<file path="config.mk">
export PLATFORM = sky130hd
export DESIGN_NAME = top_flat
export DESIGN_NICKNAME = d
export VERILOG_FILES = /design/src/rtl/top_if.sv /design/src/rtl/top.sv /design/src/flat_wrapper.sv
export SDC_FILE = /design/constraint.sdc
export NUM_CORES = 1
export LEC_CHECK = 0
export CAP_MARGIN = 10
export CORE_ASPECT_RATIO = 1.25
export CORE_MARGIN = 2
export CORE_UTILIZATION = 61
export CTS_CLUSTER_DIAMETER = 150
export DETAILED_ROUTE_END_ITERATION = 16
export GPL_TIMING_DRIVEN = 0
export PLACE_DENSITY = 0.82
export SLEW_MARGIN = 20
export SYNTH_ARGS = -nofsm -noshare
export SYNTH_HDL_FRONTEND = slang
export SYNTH_SLANG_ARGS = --single-unit
</file>
<file path="constraint.sdc">
create_clock -name clk -period 4.9 [get_ports clk]
set_input_delay 0.98 -clock clk [delete_from_list [all_inputs] [get_ports clk]]
set_output_delay 0.98 -clock clk [all_outputs]
set_load 0.1 [all_outputs]
</file>
<file path="src/rtl/top_if.sv">
// Serial receive bundle: the raw asynchronous line plus the decoded-byte outputs.
//   uart_rx : idle-high 8N1 serial line, LSB first (driven by master)
//   ready   : one-clock strobe announcing a fresh byte on data (driven by slave)
//   data    : last validly received byte (driven by slave)
interface top_if;
  logic       uart_rx;
  logic       ready;
  logic [7:0] data;

  modport master (output uart_rx, input ready, input data);
  modport slave  (input uart_rx, output ready, output data);
endinterface

</file>
<file path="src/rtl/top.sv">
// 8N1 UART receiver with mid-bit sampling and framing-error recovery.
//   clk  : system clock, rising edge
//   rst  : asynchronous, active-high reset
//   bus  : top_if.slave -- uart_rx in, ready/data out
// Parameters: CLK_HZ, BAUD; CLKS_PER_BIT = CLK_HZ/BAUD (truncated).
module top #(
  parameter int unsigned CLK_HZ = 12_000_000,
  parameter int unsigned BAUD   = 9600
) (
  input  logic clk,
  input  logic rst,
  top_if.slave bus
);

  localparam int unsigned CLKS_PER_BIT = CLK_HZ / BAUD;
  localparam int unsigned HALF_BIT     = CLKS_PER_BIT / 2;
  localparam int unsigned CW           = (CLKS_PER_BIT > 2) ? $clog2(CLKS_PER_BIT) : 1;

  localparam logic [CW-1:0] BIT_LAST  = CW'(CLKS_PER_BIT - 1);
  localparam logic [CW-1:0] HALF_LAST = CW'(HALF_BIT - 1);

  typedef enum logic [2:0] {
    IDLE,
    START,
    DATA,
    STOP,
    WAIT_IDLE
  } state_t;

  state_t        state;
  logic [CW-1:0] cnt;
  logic [2:0]    bit_idx;
  logic [7:0]    shift;
  logic          rx_m;
  logic          rx_s;

  // Two-flop synchronizer; resets to the idle (high) line level.
  always_ff @(posedge clk or posedge rst) begin
    if (rst) begin
      rx_m <= 1'b1;
      rx_s <= 1'b1;
    end else begin
      rx_m <= bus.uart_rx;
      rx_s <= rx_m;
    end
  end

  always_ff @(posedge clk or posedge rst) begin
    if (rst) begin
      state     <= IDLE;
      cnt       <= '0;
      bit_idx   <= '0;
      shift     <= '0;
      bus.data  <= '0;
      bus.ready <= 1'b0;
    end else begin
      bus.ready <= 1'b0;
      case (state)
        IDLE: begin
          if (!rx_s) begin
            state <= START;
            cnt   <= '0;
          end
        end

        // Half a bit in: a still-low line confirms the start bit, and all
        // later samples then land mid-bit at whole-bit spacing.
        START: begin
          if (cnt == HALF_LAST) begin
            cnt     <= '0;
            bit_idx <= '0;
            state   <= rx_s ? IDLE : DATA;
          end else begin
            cnt <= cnt + 1'b1;
          end
        end

        DATA: begin
          if (cnt == BIT_LAST) begin
            cnt     <= '0;
            shift   <= {rx_s, shift[7:1]};
            bit_idx <= bit_idx + 1'b1;
            if (bit_idx == 3'd7) begin
              state <= STOP;
            end
          end else begin
            cnt <= cnt + 1'b1;
          end
        end

        // Return straight to IDLE after a good stop sample so a start edge
        // immediately following is caught with no dead time.
        STOP: begin
          if (cnt == BIT_LAST) begin
            cnt <= '0;
            if (rx_s) begin
              bus.data  <= shift;
              bus.ready <= 1'b1;
              state     <= IDLE;
            end else begin
              state <= WAIT_IDLE;
            end
          end else begin
            cnt <= cnt + 1'b1;
          end
        end

        WAIT_IDLE: begin
          if (rx_s) begin
            state <= IDLE;
          end
        end

        default: state <= IDLE;
      endcase
    end
  end

endmodule

</file>
<file path="src/flat_wrapper.sv">
// flat-port wrapper written by rule: the top's interface ports become plain ports
module top_flat 
#(
  parameter int unsigned CLK_HZ = 12_000_000,
  parameter int unsigned BAUD   = 9600
)
  (clk, rst, bus_uart_rx, bus_ready, bus_data);
  top_if bus_i ();
  input  logic clk;
  input  logic rst;
  input wire logic [$bits(bus_i.uart_rx)-1:0] bus_uart_rx;
  output wire logic [$bits(bus_i.ready)-1:0] bus_ready;
  output wire logic [$bits(bus_i.data)-1:0] bus_data;
  assign bus_i.uart_rx = bus_uart_rx;
  assign bus_ready = bus_i.ready;
  assign bus_data = bus_i.data;
  top #(.CLK_HZ(CLK_HZ), .BAUD(BAUD)) u_core (.clk(clk), .rst(rst), .bus(bus_i));
endmodule
</file>
# Yosys cells after proc, flatten, opt, wreduce, memory -nomap -nowiden
# Cells that the tools add are included.
[totals]
ff_bits = 36
inputBits = 3
[classes]
n_addsub = 2
n_eq_ne = 13
n_mux = 19
reduce_logical = 9
[ops]
columns = ["cell", "n"]
rows = [
  ["2-to-1 mux 11 bit", 3],
  ["one-hot mux 11 bit (3 select lines)", 1],
  ["2-to-1 mux 3 bit", 9],
  ["one-hot mux 3 bit (5 select lines)", 1],
  ["adder 11 x 1 -> 11 bit (second input constant)", 1],
  ["== test 11 x 10 -> 1 bit (second input constant)", 1],
  ["== test 11 bit (second input constant)", 1],
  ["inequality test 2 x 1 -> 1 bit (second input constant)", 5],
  ["== test 3 x 2 -> 1 bit (second input constant)", 2],
  ["== test 3 bit (second input constant)", 2],
  ["one-hot mux 3 bit (2 select lines)", 1],
  ["AND reduction 3 bit", 2],
  ["AND reduction 6 bit", 1],
  ["AND reduction 2 bit", 2],
  ["adder 3 x 1 -> 3 bit (second input constant)", 1],
  ["== test 3 x 1 -> 1 bit (second input constant)", 1],
  ["logical NOT 3 bit", 1],
  ["2-to-1 mux 1 bit", 3],
  ["nonzero test 3 bit", 1],
  ["2-to-1 mux 2 bit", 1],
  ["inequality test 2 bit (second input constant)", 1],
  ["nonzero test 2 bit", 1],
  ["OR reduction 2 bit", 1],
]

# Longest topological paths before layout
[depth]
word_depth = 4
ltp_mapped = 7

# Least setup slack after synthesis
# OpenSTA, ideal clock, no wires.
[synth_timing]
kind = "register to register"
startpoint = "register u_core.cnt[1]"
endpoint = "register u_core.bus.data[0]"
setup_ns = 0.125
arrival_ns = 1.762
required_time_ns = 4.775
path_slack_ns = 3.012
path_stages_with_launch = 8
n_path_buf = 0
period_less_slack_ns = 1.888
path_cell_list = "dfrtp_1 inv_1 ha_1 and4b_1 and4bb_4 nand3_4 nor3_4 mux2_2"
[synth_between]
elab_chain_len = 2
[synth_lines]
columns = ["element", "line_no", "source"]
rows = [
  ["from (decl)", "top.sv:31", "logic [CW-1:0] cnt;"],
  ["from (signal assigned)", "top.sv:74", "cnt <= cnt + 1'b1;"],
  ["from (signal assigned)", "top.sv:87", "cnt <= cnt + 1'b1;"],
  ["from (signal assigned)", "top.sv:104", "cnt <= cnt + 1'b1;"],
  ["== test 11 bit", "top.sv:94", "if (cnt == BIT_LAST) begin"],
  ["AND reduction 3 bit (no line)", "-", ""],
  ["to (signal assigned)", "top.sv:97", "bus.data <= shift;"],
  ["to (decl)", "top_if.sv:11", "modport slave (input uart_rx, output ready, output data);"],
]
# No other way between the ends.
# A chain may end at the register's enable or synchronous reset.

# Final worst setup path
[layout_timing]
startpoint = "register u_core.bus.data[5]"
endpoint = "output bus_data[5]"
[layout_rtl]
columns = ["element", "line_no", "source"]
rows = [
  ["to (decl)", "flat_wrapper.sv:13", "output wire logic [$bits(bus_i.data)-1:0] bus_data;"],
]
# No word-level cell between the ends.

==> flow_metrics.py <==
metrics = {
    "cts": {
        "hold_buffers": 0,
        "ctsResizeCount": 0,
        "post-cts-setup-buffer-count": 0,
        "cts_tree": "yes",
        "clk_path_buf_depth": 2,
        "worstSkewPairLatency_ns": 0.34,
        "cts_max_level": 2,
        "clk_pin_slew_ns": 0.10,
        "cts.sinks": 36,
        "cts-root-buf": "clkbuf_4",
        "cts_made_buffers": 5,
    },
    "worst_setup_path": {
        "path_buf_inv": 1,
        "path_cells": "clkdlybuf4s50_1",
        "arrival_ns": 1.84,
        "crit_type": "reg2out",
        "cp-end-kind": "output pin",
        "startpoint_type": "register",
        "max_stage_delay_ns": 1.14,
        "worstPathRequired_ns": 3.92,
        "crit_slowest_cell": "clkdlybuf4s50_1",
        "path_max_fanout": 2,
        "path_delay_family": "buffers and inverters",
    },
    "power_and_ir_drop": {
        "p_sw_uw": 98.9,
        "p_sw_share_pct": 21.1,
        "intPower_uw": 371,
        "peakVddDrop_v": 0.000255,
        "p_total_uw": 470,
        "leakagePower_uw": 0.000883,
        "pwr-share-comb_pct": 1.8,
        "p_clk_share_pct": 34.5,
        "seqPwrFrac_pct": 63.7,
        "cellPowerDensity_nw_per_um2": 247,
    },
    "yosys": {
        "synth_edf_count": 0,
        "netlist_area_um2": 1690,
        "syn-instance-count": 145,
        "ys_seq_area_share_pct": 53.3,
        "syn_area_per_cell_um2": 11.7,
        "synth_fp_nets": 153,
        "ys_warn_count": 0,
        "ys_async_sr_fraction_pct": 100,
        "ys.flop_type": "dfrtp_1",
        "yosys.cell_types.count": 37,
        "synth_seq_cells": 36,
    },
    "placed_design": {
        "io_buffers": 11,
        "postPlaceCellArea_um2": 1850,
        "hpwlAfterDp_um": 2290,
        "place_congestion": 0.867,
    },
    "sta": {
        "fin_crit_ns": 2.82,
        "tightest_slew_ns": 0.969,
        "max_clock_freq_mhz": 355,
        "rsz0062_at_grt": "no",
        "slew_violations": 0,
        "slew_headroom_pct": 35.2,
        "hold_viol": 0,
        "holdWs_ns": 0.360,
        "skew_ns": 0.00708,
        "setup-tns-final_ns": 0,
        "finalCritPeriodShare_pct": 57.5,
        "setup_viol": 0,
    },
    "grt": {
        "grt_max_degree": 37,
        "antenna_found_initial": 0,
        "track_usage_pct": 22.9,
        "grt_first_pass_wirelength_um": 5370,
        "grt-ovfl-total": 0,
        "first_global_vias": 1203,
    },
    "die": {
        "die_h_um": 62.9,
        "fp.dieW_um": 51.1,
        "start_util_pct": 63.8,
        "dieArea_um2": 3220,
        "ios": 12,
        "placementRows": 21,
        "core_um2": 2650,
    },
    "routing": {
        "initialDrtViolationCount": 18,
        "firstDrtPassIters": 4,
        "viasPerCell": 5.90,
        "drc_errors": 0,
        "routed-via-count": 1168,
        "finalWirelength_um": 3120,
        "antenna_left": 0,
        "wl_per_cell_um": 15.8,
    },
    "final_layout": {
        "layout-area-overhead-vs-synth_pct": 12.5,
        "nets": 171,
        "n_antenna_cell": 0,
        "postLayoutCellArea_um2": 1910,
        "drive_above_1_share_pct": 20.1,
    },
    "worst_hold_path": {
        "min_path_type": "reg2reg",
    },
    "run": {
        "max_cap_violations": 0,
    },
    "run_status": {
        "outcome": "finished clean",
    },
}
[layout by cell type (no fill, tap or decap), types with 2 or more instances in the layout]
| cell | count |
|---|---|
| xor2_1 | 2 |
| nand4b_1 | 2 |
| dfrtp_1 | 34 |
| inv_1 | 4 |
| dfstp_2 | 2 |
| clkbuf_1 | 3 |
| nor2_1 | 6 |
| mux2_2 | 15 |
| a21o_1 | 2 |
| clkdlybuf4s50_1 | 11 |
| nor3_1 | 3 |
| buf_2 | 2 |
| nand3_1 | 2 |
| clkbuf_4 | 5 |
| nand2_1 | 14 |
| nor4b_1 | 2 |
| a21oi_1 | 8 |
| ha_1 | 5 |
| a22o_1 | 4 |
| nor2b_1 | 4 |
| o21ai_0 | 12 |
| and3_1 | 3 |
[registers in the layout, summed over array words and instances, names as in the netlist]
register	flops
u_core.rx_s	1
u_core.bus.ready	1
u_core.shift	8
u_core.rx_m	1
u_core.state	3
u_core.bit_idx	3
u_core.bus.data	8
u_core.cnt	11
[stage by stage]
stage                     instances  worst slack [ns]  utilization, %
after CTS                       198              2.06            71.8
after global placement          190              2.41            69.6
after global routing            198              2.03            71.8
final                           198              2.08            71.8
after detailed placement        190              2.45            69.6
after floorplan                 145              3.01               -
[power by group through the flow]
stage          clock, µW  combinational [µW]  sequential (µW)
2_1_floorplan          0                5.51              305
3_3_place_gp           0                8.48              305
3_5_place_dp           0                9.03              305
4_1_cts              168                9.08              299
5_1_grt              181                10.1              300
6_report             162                8.60              299
[logic make-up after synthesis]
family,Yosys count,share of synthesized area [%]
compound gates,29,10.9
xor+xnor,3,1.55
mux,16,10.6
simple gates,48,18.0
flops,36,53.3
fa+ha+maj,5,3.69
buf+inv,8,1.92
[worst paths after layout]
kind	slack, ns	cells after the start	endpoint	startpoint
max in group asynchronous	3.34	2	u_core.state[2]	rst
min	0.36	0	u_core.rx_s	u_core.rx_m
max reg2reg	2.69	7	u_core.cnt[2]	u_core.cnt[0]
min reg2reg	0.36	0	u_core.rx_s	u_core.rx_m
min in group asynchronous	1.09	2	u_core.bus.data[5]	rst
max	2.08	1	bus_data[5]	u_core.bus.data[5]
[final cells by class]
cell class,instances,area (µm²)
inverter,5,18.8
sequential,36,903
buffer,3,13.8
timing repair buffer,11,110
fill,187,748
tap,34,42.5
clock buffer,8,58.8
multi-input combinational,101,758
[cell usage after synthesis, types with 2 or more instances]
| cell | instances | area share [%] |
|---|---|---|
| a21o_1 | 2 | 0.89 |
| a21oi_1 | 8 | 2.4 |
| a22o_1 | 4 | 2.1 |
| and3_1 | 3 | 1.1 |
| buf_2 | 2 | 0.59 |
| dfrtp_1 | 34 | 50 |
| dfstp_2 | 2 | 3.1 |
| ha_1 | 5 | 3.7 |
| inv_1 | 5 | 1.1 |
| mux2_2 | 15 | 10 |
| nand2_1 | 14 | 3.1 |
| nand3_1 | 2 | 0.59 |
| nand4b_1 | 2 | 1.0 |
| nor2_1 | 6 | 1.3 |
| nor2b_1 | 4 | 1.5 |
| nor3_1 | 3 | 0.89 |
| nor4b_1 | 2 | 1.0 |
| o21ai_0 | 12 | 3.5 |
| xor2_1 | 2 | 1.0 |
[routing by layer]
layer  part of all wire (%)  wire [µm]  up-vias  GRT usage (%)
met2                     54       1690       26           39.6
li1                       -          -      556              -
met4                    2.6         82        0           12.5
met1                     39       1230      577           23.7
met5                      0          0        -              0
met3                    3.7        115        9           7.18
(Power assumes the default switching activity.)
